[src/rtl/ram_master.sv]
// ram_master: turns valid/ready burst commands into single-port RAM read/write cycles.
// Write beats stream straight to the RAM; read data returns through a 2-entry response buffer.
module ram_master #(
  parameter int DATA_WIDTH = 32,
  parameter int ADDR_WIDTH = 5,
  parameter int LEN_WIDTH  = 5
) (
  input  logic                  clk,
  input  logic                  rst_n,
  input  logic                  cmd_valid,
  output logic                  cmd_ready,
  input  logic                  cmd_write,
  input  logic [ADDR_WIDTH-1:0] cmd_addr,
  input  logic [LEN_WIDTH-1:0]  cmd_len,
  input  logic                  wr_valid,
  output logic                  wr_ready,
  input  logic [DATA_WIDTH-1:0] wr_data,
  output logic                  rd_valid,
  input  logic                  rd_ready,
  output logic [DATA_WIDTH-1:0] rd_data,
  output logic                  rd_last,
  output logic                  busy,
  output logic [ADDR_WIDTH-1:0] ram_addr,
  output logic                  ram_read,
  output logic                  ram_write,
  output logic [DATA_WIDTH-1:0] ram_wdata,
  input  logic [DATA_WIDTH-1:0] ram_rdata
);

  typedef enum logic [1:0] {
    S_IDLE  = 2'd0,
    S_WRITE = 2'd1,
    S_READ  = 2'd2,
    S_DRAIN = 2'd3
  } state_e;

  localparam logic [LEN_WIDTH-1:0]  LEN_ZERO  = {LEN_WIDTH{1'b0}};
  localparam logic [LEN_WIDTH-1:0]  LEN_ONE   = LEN_WIDTH'(1);
  localparam logic [ADDR_WIDTH-1:0] ADDR_ONE  = ADDR_WIDTH'(1);
  localparam logic [ADDR_WIDTH-1:0] ADDR_ZERO = {ADDR_WIDTH{1'b0}};
  localparam logic [DATA_WIDTH-1:0] DATA_ZERO = {DATA_WIDTH{1'b0}};

  state_e                state_q, state_d;
  logic [ADDR_WIDTH-1:0] ptr_q, ptr_d;
  logic [LEN_WIDTH-1:0]  cnt_q, cnt_d;
  logic                  inflight_q, inflight_d;
  logic                  inflight_last_q, inflight_last_d;
  logic [DATA_WIDTH-1:0] buf_data_q [2];
  logic [1:0]            buf_last_q;
  logic                  buf_rptr_q, buf_wptr_q;
  logic [1:0]            buf_count_q, buf_count_d;
  logic                  push_s, pop_s;
  logic [2:0]            occupancy_s;

  // Occupancy the buffer will have next cycle if nothing new is issued now;
  // issuing only when it is <= 1 keeps the 2-entry buffer from overflowing.
  assign push_s      = inflight_q;
  assign pop_s       = rd_valid && rd_ready;
  assign occupancy_s = {1'b0, buf_count_q} + {2'b00, inflight_q} - {2'b00, pop_s};

  assign rd_valid = (buf_count_q != 2'd0);
  assign rd_data  = rd_valid ? buf_data_q[buf_rptr_q] : DATA_ZERO;
  assign rd_last  = rd_valid ? buf_last_q[buf_rptr_q] : 1'b0;
  assign busy     = (state_q != S_IDLE);

  always_comb begin
    state_d         = state_q;
    ptr_d           = ptr_q;
    cnt_d           = cnt_q;
    inflight_d      = 1'b0;
    inflight_last_d = 1'b0;
    cmd_ready       = 1'b0;
    wr_ready        = 1'b0;
    ram_read        = 1'b0;
    ram_write       = 1'b0;
    ram_addr        = ADDR_ZERO;
    ram_wdata       = DATA_ZERO;
    case (state_q)
      S_IDLE: begin
        cmd_ready = 1'b1;
        if (cmd_valid) begin
          ptr_d   = cmd_addr;
          cnt_d   = cmd_len;
          state_d = cmd_write ? S_WRITE : S_READ;
        end else begin
          state_d = S_IDLE;
        end
      end
      S_WRITE: begin
        wr_ready  = 1'b1;
        ram_addr  = ptr_q;
        ram_wdata = wr_data;
        ram_write = wr_valid;
        if (wr_valid) begin
          ptr_d = ptr_q + ADDR_ONE;
          cnt_d = cnt_q - LEN_ONE;
          if (cnt_q == LEN_ZERO) begin
            state_d = S_IDLE;
          end else begin
            state_d = S_WRITE;
          end
        end else begin
          state_d = S_WRITE;
        end
      end
      S_READ: begin
        ram_addr = ptr_q;
        if (occupancy_s <= 3'd1) begin
          ram_read        = 1'b1;
          inflight_d      = 1'b1;
          inflight_last_d = (cnt_q == LEN_ZERO);
          ptr_d           = ptr_q + ADDR_ONE;
          cnt_d           = cnt_q - LEN_ONE;
          if (cnt_q == LEN_ZERO) begin
            state_d = S_DRAIN;
          end else begin
            state_d = S_READ;
          end
        end else begin
          state_d = S_READ;
        end
      end
      S_DRAIN: begin
        if (!inflight_q && (buf_count_q == 2'd0)) begin
          state_d = S_IDLE;
        end else begin
          state_d = S_DRAIN;
        end
      end
      default: begin
        state_d = S_IDLE;
      end
    endcase
  end

  always_comb begin
    case ({push_s, pop_s})
      2'b10:   buf_count_d = buf_count_q + 2'd1;
      2'b01:   buf_count_d = buf_count_q - 2'd1;
      default: buf_count_d = buf_count_q;
    endcase
  end

  always_ff @(posedge clk or negedge rst_n) begin
    if (!rst_n) begin
      state_q         <= S_IDLE;
      ptr_q           <= ADDR_ZERO;
      cnt_q           <= LEN_ZERO;
      inflight_q      <= 1'b0;
      inflight_last_q <= 1'b0;
    end else begin
      state_q         <= state_d;
      ptr_q           <= ptr_d;
      cnt_q           <= cnt_d;
      inflight_q      <= inflight_d;
      inflight_last_q <= inflight_last_d;
    end
  end

  // Read data returns the cycle after ram_read and is captured with its last-beat tag.
  always_ff @(posedge clk or negedge rst_n) begin
    if (!rst_n) begin
      buf_data_q[0] <= DATA_ZERO;
      buf_data_q[1] <= DATA_ZERO;
      buf_last_q    <= 2'b00;
      buf_rptr_q    <= 1'b0;
      buf_wptr_q    <= 1'b0;
      buf_count_q   <= 2'd0;
    end else begin
      if (push_s) begin
        buf_data_q[buf_wptr_q] <= ram_rdata;
        buf_last_q[buf_wptr_q] <= inflight_last_q;
        buf_wptr_q             <= ~buf_wptr_q;
      end
      if (pop_s) begin
        buf_rptr_q <= ~buf_rptr_q;
      end
      buf_count_q <= buf_count_d;
    end
  end

endmodule
[config.mk]
export PLATFORM = sky130hd
export DESIGN_NAME = ram_master
export DESIGN_NICKNAME = d
export VERILOG_FILES = /design/src/rtl/ram_master.sv
export SDC_FILE = /design/constraint.sdc
export NUM_CORES = 1
export LEC_CHECK = 0
export CAP_MARGIN = 20
export CORE_MARGIN = 5
export CORE_UTILIZATION = 30
export CTS_BUF_LIST = sky130_fd_sc_hd__clkbuf_16
export DETAILED_ROUTE_END_ITERATION = 8
export SLEW_MARGIN = 30
export SYNTH_ARGS = -nofsm -noshare
export SYNTH_HDL_FRONTEND = slang
export SYNTH_SLANG_ARGS = --single-unit
[constraint.sdc]
create_clock -name clk -period 3.4 [get_ports clk]
set_input_delay 1.02 -clock clk [delete_from_list [all_inputs] [get_ports clk]]
set_output_delay 1.02 -clock clk [all_outputs]
set_load 0.02 [all_outputs]
* Yosys cells after proc, flatten, opt, wreduce, memory -nomap -nowiden *
Cells that the tools add are included.

word-level totals
  output and inout port bits = 76
  word-level logic and storage cells = 89
  bits of input ports = 80
  bits in registers = 84

operators by class
  reduce and logical (&&, ||, !) cells = 14
  muxes and demuxes = 39
  $add $sub $neg = 6
  equality and inequality tests = 8
  bitwise gates (word level) = 4
  magnitude comparators = 7

operator list
  cell                 number
  $mux 32              6
  $bwmux 64            1
  $mux 5               7
  $demux 32 s1         1
  $pmux 5 s3           2
  $mux 1               13
  $mux 2               5
  $pmux 2 s4           1
  $eq 2x2->1 const B   3
  $ne 2x2->1 const B   3
  $reduce_bool 2->1    3
  $add 5x1->5 const B  1
  $logic_not 5->1      1
  $sub 5x1->5 const B  1
  $eq 2x1->1 const B   2
  $ge 2x2->1 const B   2
  $logic_and 1x1->1    4
  $logic_not 2->1      2
  $lt 1x2->1 const B   2
  $not 1->2            2
  $pmux 2 s2           1
  $reduce_and 4->1     1
  $add 2x1->3          1
  $le 3x1->1 const B   1
  11 further kinds     12

* Logic depth before layout (Yosys ltp) *
  depth after elaboration = 6
  depth in mapped cells = 10
  depth with buffers taken out = 9

* Worst setup path after synthesis *
No wires, ideal clock.

  path kind = input port to output port
  start point = input port rd_ready
  end point = output port ram_read
  slack = 0.060 ns
  data required time = 2.380 ns
  arrival = 2.320 ns
  buffers on the path = 0
  stages on the path = 7
  path through = nand3_1 -> o21ai_0 -> ha_1 -> fa_1 -> xnor2_1 -> nor2_1 -> and2_1

between the ends
  cells in the longest elaborated chain, start to end = 5

RTL lines
  what               RTL line  RTL
  from (decl)        19        input logic rd_ready,
  $logic_and 1x1->1  58        assign pop_s = rd_valid && rd_ready;
  $sub 3x1->3        59        assign occupancy_s = {1'b0, buf_count_q} + {2'b00, inflight_q} - {2'b00, pop_s};
  $le 3x1->1         108       if (occupancy_s <= 3'd1) begin
  $mux 1             108
  $mux 1             78        case (state_q)
  to (decl)          24        output logic ram_read,

Every way passes these cells.

* Worst setup path in the final report *
Same ends and word-level chain as after synthesis.

==> flow_metrics.tcl <==
set metrics [dict create \
    setup_violations 0 \
    netlist.top_cell.by_area "dfrtp_1" \
    die_h_um 130 \
    synth_commonest_cells "dfrtp_1 (84), mux2_2 (66), and2_1 (40)" \
    path_class "input pin to primary output" \
    leakage_nw 2.78 \
    netlist_area_um2 4360 \
    synth_most_common_cell "dfrtp_1" \
    critical_path.slowest_cell "fa_2" \
    clockBufferDepth 2 \
    vdd_drop_max_mv 0.569 \
    synth_edf_count 0 \
    max_cap_violations 0 \
    io_buffers 155 \
    grt_pass1_wl_um 18100 \
    synthDominantCellAreaShare_pct 48.3 \
    worst_pin_slew_ns 0.902 \
    cts_root_buf "clkbuf_16" \
    cts_tree "yes" \
    row_count 44 \
    avgSynthCellArea_um2 11.7 \
    period_needed_ns 3.36 \
    fin_crit_sh_pct 98.8 \
    yosysWarningCount 0 \
    hold_path.class "register to register" \
    fin_setup_tns_ns 0 \
    die_w_um 130 \
    hpwl_um 8280 \
    grt_pass1_vias 3588 \
    required_ns 2.38 \
    start_util_pct 30.3 \
    clock.fmax_mhz 298 \
    rr_worst_depth 11 \
    design_area_um2 6540 \
    grt_usage_pct 13.3 \
    antenna_found_initial 0 \
    crit_chain "buf_8 -> nand3_4 -> buf_6 -> buf_4 -> fa_2 -> xnor2_2 -> nor2_2 -> and2_4 -> buf_6" \
    drt_iter0_markers 107 \
    path_max_fanout 3 \
    syn_to_final_growth_pct 50.2 \
    drv_slew 0 \
    cp.depth 9 \
    synthFlopType "dfrtp_1" \
    cts_sinks 84 \
    multi_input_area_um2 2140 \
    slew_headroom_pct 39.7 \
    wl_per_cell_um 15.7 \
    totalWireLength_um 11400 \
    grt_max_degree 45 \
    cts_buffers 9 \
    powerDensity_nw_per_um2 927 \
    critical-path-top-cell-by-count "buf_6" \
    syn_inst 372 \
    fill_cells 1350 \
    critPathTopFamily "buffers and inverters" \
    hold_violations 0 \
    ys_ff_latch 84 \
    async_reset_ff_share_pct 100 \
    synth_nets 461 \
    layout-drive-gt1-share_pct 23.3 \
    design.core.area_um2 14400 \
    synth_cell_types 43 \
    drcViolationCount 0 \
    nets 625 \
    cp.arrival_ns 2.34 \
    vias_per_cell 4.67 \
    die-area_um2 17000 \
    diodes 0 \
    ios 156 \
    status "finished, final reports clean" \
    endpoint_kind "primary output" \
    regArea_um2 2100 \
    htreeDepth 3 \
    startpoint_type "input pin" \
    hold_buffers 0 \
    overflow 0 \
    globalplace.congestion 0.782 \
    ys_seq_area_share_pct 48.3 \
    path_buf_inv 4 \
    cp_slowest_stage_delay_ns 0.37 \
    ys_top_cells_by_area "dfrtp_1 (48%), mux2_2 (17%), mux2i_1 (8.0%)" \
    rsz0062_at_grt "yes" \
    vias 3384 \
    path_clk_slew_ns 0.06 \
    fin_skew_ns 0.00849 \
    drt_first_pass_iters 4 \
    clk_latency_ns 0.33 \
    ant_nets 0 \
    hold_depth 1 \
    dpl_cell_area_um2 6210 \
]
## state kept, by name (all words and copies together), names as in the netlist
signal / cells
inflight_last_q: 1
inflight_q: 1
buf_wptr_q: 1
buf_data_q: 64
buf_count_q: 2
buf_rptr_q: 1
state_q: 2
buf_last_q: 2
ptr_q: 5
cnt_q: 5
## layer usage
layer	vias to the layer above	part of all wire (%)	track usage [%]
met3	14	5.0	3.50
met1	1679	42	16.5
li1	1612	-	-
met2	79	52	23.3
met5	-	0	0
met4	0	1.3	3.21
## layout by cell type (no fill, tap or decap), drive strengths merged, types with 2 or more instances in the layout
cell type and instances:
clkinv 3, and2 40, a41oi 2, clkinvlp 3, buf 25, nand2 5
nand3 2, clkbuf 9, o221a 4, and3 8, a31oi 2, mux2i 35
nor2 39, nor3 5, ha 8, dfrtp 84, a21oi 5, o21ai 5
xor2 2, xnor2 2, mux2 67, clkdlybuf4s50 152, nor3b 7, inv 12
## layout make-up
type | count | area share [%]
timing repair buffer | 177 | 26.7
clock buffer | 9 | 3.44
sequential | 84 | 32.1
multi-input combinational | 253 | 32.8
tap | 184 | 3.52
clock inverter | 7 | 0.784
inverter | 11 | 0.631
## kinds of logic after synthesis
logic type / Yosys count / share of synthesized area [%]
compound gates: 27 / 5.11
xor+xnor: 4 / 0.805
simple gates: 111 / 14.0
mux: 102 / 25.5
flops: 84 / 48.3
buf+inv: 35 / 3.65
fa+ha+maj: 9 / 2.76
## what timing repair did
action                                  4_1_cts  5_1_grt
buffers inserted                              2        0
pin swaps                                     5        4
resized for setup                            20        3
hold endpoints to repair                      0        0
endpoints found under the setup margin        1        1
cloned                                        0        0
## path summary, 6_finish.rpt
path | start | endpoint | slack, ns
min reg2reg | buf_data_q[18] | buf_data_q[18] | 0.50
min in group asynchronous | rst_n | buf_data_q[59] | 0.70
max | rd_ready | ram_read | 0.04
max in group asynchronous | rst_n | buf_rptr_q | 2.05
max reg2reg | buf_count_q[0] | ptr_q[0] | 0.93
min | buf_data_q[18] | buf_data_q[18] | 0.50
## where the power goes
part / switching (mW) / internal, mW / leakage, nW
Combinational: 1.60 / 1.78 / 1.64
Clock: 0.407 / 0.497 / 0.127
Sequential: 0.288 / 1.50 / 1.01
Total: 2.29 / 3.78 / 2.78
## through the flow
step                hold WS, ns  util (%)  power, mW  setup WS [ns]  std cells
floorplan                 0.463         -       3.94         0.0599        372
global placement          0.486      43.2       5.09         -0.899        707
detailed placement        0.494      43.2       5.21         -0.987        707
CTS                       0.508      45.4       6.16        0.00443        725
global route              0.514      45.5       6.49        -0.0170        725
finish                    0.504      45.5       6.07         0.0406        725
No activity file was read; power rests on OpenSTA's default activity.
==> variant 1 (config.mk and constraints unchanged) <==
The parameter `LEN_WIDTH` goes from 5 to 10.
--- a/src/rtl/ram_master.sv
+++ b/src/rtl/ram_master.sv
@@ -5,3 +5,3 @@
   parameter int ADDR_WIDTH = 5,
-  parameter int LEN_WIDTH  = 5
+  parameter int LEN_WIDTH  = 10
 ) (
Interface: changed (resized cmd_len); port bits go from 156 to 161. The function was not compared with the original's and may differ.
==> variant 1 against the unedited design <==
  * The run now ends with setup timing left
  * Sequential cell count rose by 5
  * Wire length increased by 9.2%
  * Fmax is 2.6% lower
  * Synthesized cell count grew 14%
  * Via count rose by 11%
  * Register-to-register slack worse by 0.20 ns
  * Final area grew 7.1%
  * Power rose by 5.5%
  * Setup slack worse by 0.091 ns
  * Area after synthesis grew 8.2%
  * Die area rose by 7.6%
==> variant 1: results (changes against the unedited design) <==
crit-path leading delay family adder cells; top flop regs buf_data_q x64, cnt_q x10, ptr_q x5; crit path max fanout 4 (+1); Fillers 1428 (+5.8%); Finished Layout Cells 806 (+11%); reg2reg path depth 12 (+1); endpoints failing setup 1 (+1); largest net degree at the start of global routing 49 (+8.9%); IO buf count 160 (+3.2%); PnR worst setup slack -0.0504 ns (-0.0910 ns); synth cell count leaders 89 x dfrtp_1, 66 x mux2_2, 42 x nor2_1; Netlist cell types 46 (+7.0%); status finished with violations; layout cell share with drive strength beyond 1 20.8% (-2.4 points); Post-Syn Area per Cell 11.1 um^2 (-5.1%); Worst EP arrival 2.43 ns (+0.09 ns); Initial DRC Count 166 (+55%); total negative slack -0.0504 ns (-0.0504 ns); Syn Nets 517 (+12%); vias in the first global route 3859 (+7.6%); via/cell ratio 4.66 (-0.24%); slowest stage delay, CP 0.41 ns (+0.04 ns); Lkg Pwr 2.92 nW (+5.1%); fin nets 683 (+9.3%); failing checks setup timing; VDD IR-drop max 0.487 mV (-14%); Avg WL per Cell 15.4 um (-1.8%); placed cells 787 (+11%); placed cell areas 6670 um^2 (+7.5%); Routability Congestion 0.804 (+2.8%); Seq/Total Area, Yosys 47.3% (-1.0 points)
-- variant 1: cell types whose count changed in the layout (fill, tap and decap cells not counted), moves of 5 or more --
cell,delta
clkdlybuf4s50_1,+5
nor4_1,+9
o31ai_1,+6
dfrtp_1,+5
and3_1,-8
nor3b_1,-7
inv_1,+6
a21oi_1,+5
a211oi_1,+7
-- variant 1: area by class of cell --
class,instances,area [um^2],share of cell area [%]
Clock inverter,7,46.3,0.661
Tap cell,211,264,3.77
Sequential cell,89,2230,31.8
Inverter,17,63.8,0.911
Multi-Input combinational cell,291,2340,33.4
Timing Repair Buffer,182,1840,26.3
Clock buffer,9,225,3.21
-- variant 1: cell families (layout without fill, tap and decap cells) --
| group | count (synthesis) | after routing | synth area share [%] |
|---|---|---|---|
| adders and majority gates | 8 | 8 | 2.28 |
| AOI/OAI and AO/OA | 54 | 54 | 8.36 |
| and+or+nand+nor | 122 | 122 | 13.8 |
| xor gates and xnor gates | 4 | 4 | 0.743 |
| muxes | 103 | 103 | 23.6 |
| DFF | 89 | 89 | 47.3 |
| buffers and inverters | 44 | 215 | 3.96 |
-- variant 1: power breakdown --
part           leakage, nW  internal (mW)  total (mW)  switching, mW
logic                 1.72           1.80        3.56           1.76
clock network        0.131          0.494       0.910          0.416
registers             1.07           1.59        1.93          0.338
total                 2.92           3.88        6.40           2.52
-- variant 1: path summary, 6_finish.rpt --
check,from,to,slack [ns]
max,rd_ready,ram_read,-0.05
min reg2reg,buf_data_q[23]$_DFFE_PN0P_,buf_data_q[23]$_DFFE_PN0P_,0.50
max reg2reg,buf_count_q[0]$_DFFE_PN0P_,cnt_q[6]$_DFFE_PN0P_,0.73
min in group asynchronous,rst_n,buf_data_q[2]$_DFFE_PN0P_,0.67
min,buf_data_q[23]$_DFFE_PN0P_,buf_data_q[23]$_DFFE_PN0P_,0.50
max in group asynchronous,rst_n,buf_data_q[27]$_DFFE_PN0P_,2.07
-- variant 1: layer usage --
layer	GRT usage, %	wire length [um]	vias up
met2	22.1	5830	94
met1	18.2	5810	1824
met3	4.27	718	6
met5	0	0	-
met4	2.35	69	0
li1	-	-	1829
-- variant 1: timing repair --
item,CTS,global route
hold endpoints to repair,0,0
cloned,0,0
setup endpoints to repair,1,1
pin swaps,4,2
setup buffers,2,1
gates resized for setup,17,3
-- variant 1: worst register-to-register path, delay by kind of cell, from the launching register on --
kind            cells  cell delay (ns)
simple gates        2             0.26
flops               1             0.38
buf+inv             6             0.84
compound gates      3             0.62
fa+ha+maj           1             0.45
==> variant 2 (same flow settings) <==
Without the edit above. Re-encode `state_e` (4 states) as one-hot, 4 bits wide.
--- a/src/rtl/ram_master.sv
+++ b/src/rtl/ram_master.sv
@@ -29,7 +29,7 @@
 
-  typedef enum logic [1:0] {
-    S_IDLE  = 2'd0,
-    S_WRITE = 2'd1,
-    S_READ  = 2'd2,
-    S_DRAIN = 2'd3
+  typedef enum logic [3:0] {
+    S_IDLE  = 4'b0001,
+    S_WRITE = 4'b0010,
+    S_READ  = 4'b0100,
+    S_DRAIN = 4'b1000
   } state_e;
Formal check against the unedited RTL: same outputs for any inputs over 4 cycles, from zero or initial values and one cycle with rst_n low; so few cycles prove little.
==> variant 2 against the unedited design <==
  * Highest routed layer unchanged
  * Wire length rose by 7.7%
  * Area after synthesis is 1.6% higher
  * Global-route usage increased by 0.64 points
  * Final area grew 2.0%
  * Sequential cell count is 2 higher
  * Largest cell class unchanged
  * Power shrank 9.3%
  * Critical path depth is 6 lower
  * Setup slack improved by 0.0066 ns
  * Hold slack got worse by 0.00072 ns
==> variant 2: results (changes against the unedited design) <==
critical path endpoint ram_wdata[6]; reg2reg path depth 11 (unchanged); worst hold endpoint buf_data_q[29]$_DFFE_PN0P_; Lkg Pwr 2.81 nW (+1.2%); DPL Wire Length 9.03 mm (+9.1%); post-synthesis instance total 391 (+5.1%); multiplexer share of the synthesized area 25.1% (-0.39 points); Netlist cell types 48 (+12%); synth top area cells dfrtp_1 48%, mux2_2 17%, mux2i_1 7.9%; crit path max fanout 1 (-2); total setup buffers inserted after CTS 0 (-2); Routability Congestion 0.923 (+18%); total wire length 12.3 mm (+7.7%); Tot GR Track Use 14.0% (+0.64 points); Fillers 1339 (-0.81%); DRT Pass-1 Iters 5 (+1); Finished Layout Cells 736 (+1.5%); status complete, no violations; R2R setup slack 0.73 ns (-0.20 ns); CP startpoint wr_data[6]; post-synthesis adder-cell area fraction 1.58% (-1.2 points); Synth Area in Compound Gates 5.26% (+0.15 points); fin nets 633 (+1.3%); Synth async-reset ratio 100% (unchanged); layout cell share with drive strength beyond 1 21.6% (-1.7 points); Post-Synth XOR/XNOR Area 1.19% (+0.38 points); placed cells 720 (+1.8%); Clock Skews 0.00535 ns (-0.00314 ns); via/cell ratio 4.84 (+3.7%); post-CTS sizing 19 (-5.0%); Initial DRC Count 117 (+9.3%); first-pass GRT wire length 19.7 mm (+9.3%); Syn Nets 476 (+3.3%); Hold Crit Depth 1 (unchanged); Hold Startpoint buf_data_q[29]$_DFFE_PN0P_; CTS clk-pin slew, worst paths 0.06 ns (about the same); VDD IR-drop max 0.294 mV (-48%)
## variant 2: cell types whose count changed after synthesis, sizes merged, moves of 5 or more
| cell | delta |
|---|---|
| a21oi | +7 |
| nand3 | +7 |
| clkbuf | +6 |
| and3 | -5 |
| nor3b | -5 |
## variant 2: per-layer routing
| metal | track usage [%] | routed length, um | vias to the layer above |
|---|---|---|---|
| li1 | - | - | 1671 |
| met1 | 16.0 | 5060 | 1728 |
| met2 | 23.6 | 5830 | 152 |
| met3 | 5.96 | 1130 | 12 |
| met4 | 4.46 | 227 | 0 |
| met5 | 0 | 0 | - |
## variant 2: final cells by class
| cell class | instances | area share (%) |
|---|---|---|
| Multi-Input combinational cell | 264 | 32.4 |
| Clock buffer | 9 | 3.37 |
| Sequential cell | 86 | 32.3 |
| Timing Repair Buffer | 175 | 25.9 |
| Tap cell | 184 | 3.45 |
| Inverter | 12 | 0.675 |
| Clock inverter | 6 | 1.91 |
## variant 2: where the power goes
group	switching, mW	internal, mW	total (mW)
clock network	0.385	0.783	1.17
registers	0.342	1.51	1.85
logic	1.18	1.30	2.48
total	1.91	3.60	5.50
## variant 2: through the flow
| step | power, mW | instance area (um^2) | setup slack, ns | hold slack [ns] |
|---|---|---|---|---|
| after detailed placement | 4.37 | 6260 | -1.01 | 0.493 |
| after global routing | 5.88 | 6680 | 0.00827 | 0.516 |
| final | 5.50 | 6680 | 0.0472 | 0.504 |
| after CTS | 5.57 | 6640 | 0.00941 | 0.507 |
| after global placement | 4.28 | 6260 | -0.980 | 0.486 |
| after floorplan | 3.41 | 4430 | 0.0441 | 0.463 |
## variant 2: critical path, cell delays in order
cell	delay [ns]
clkdlybuf4s50_1	0.55
and2_1	0.16
clkdlybuf4s50_1	0.60
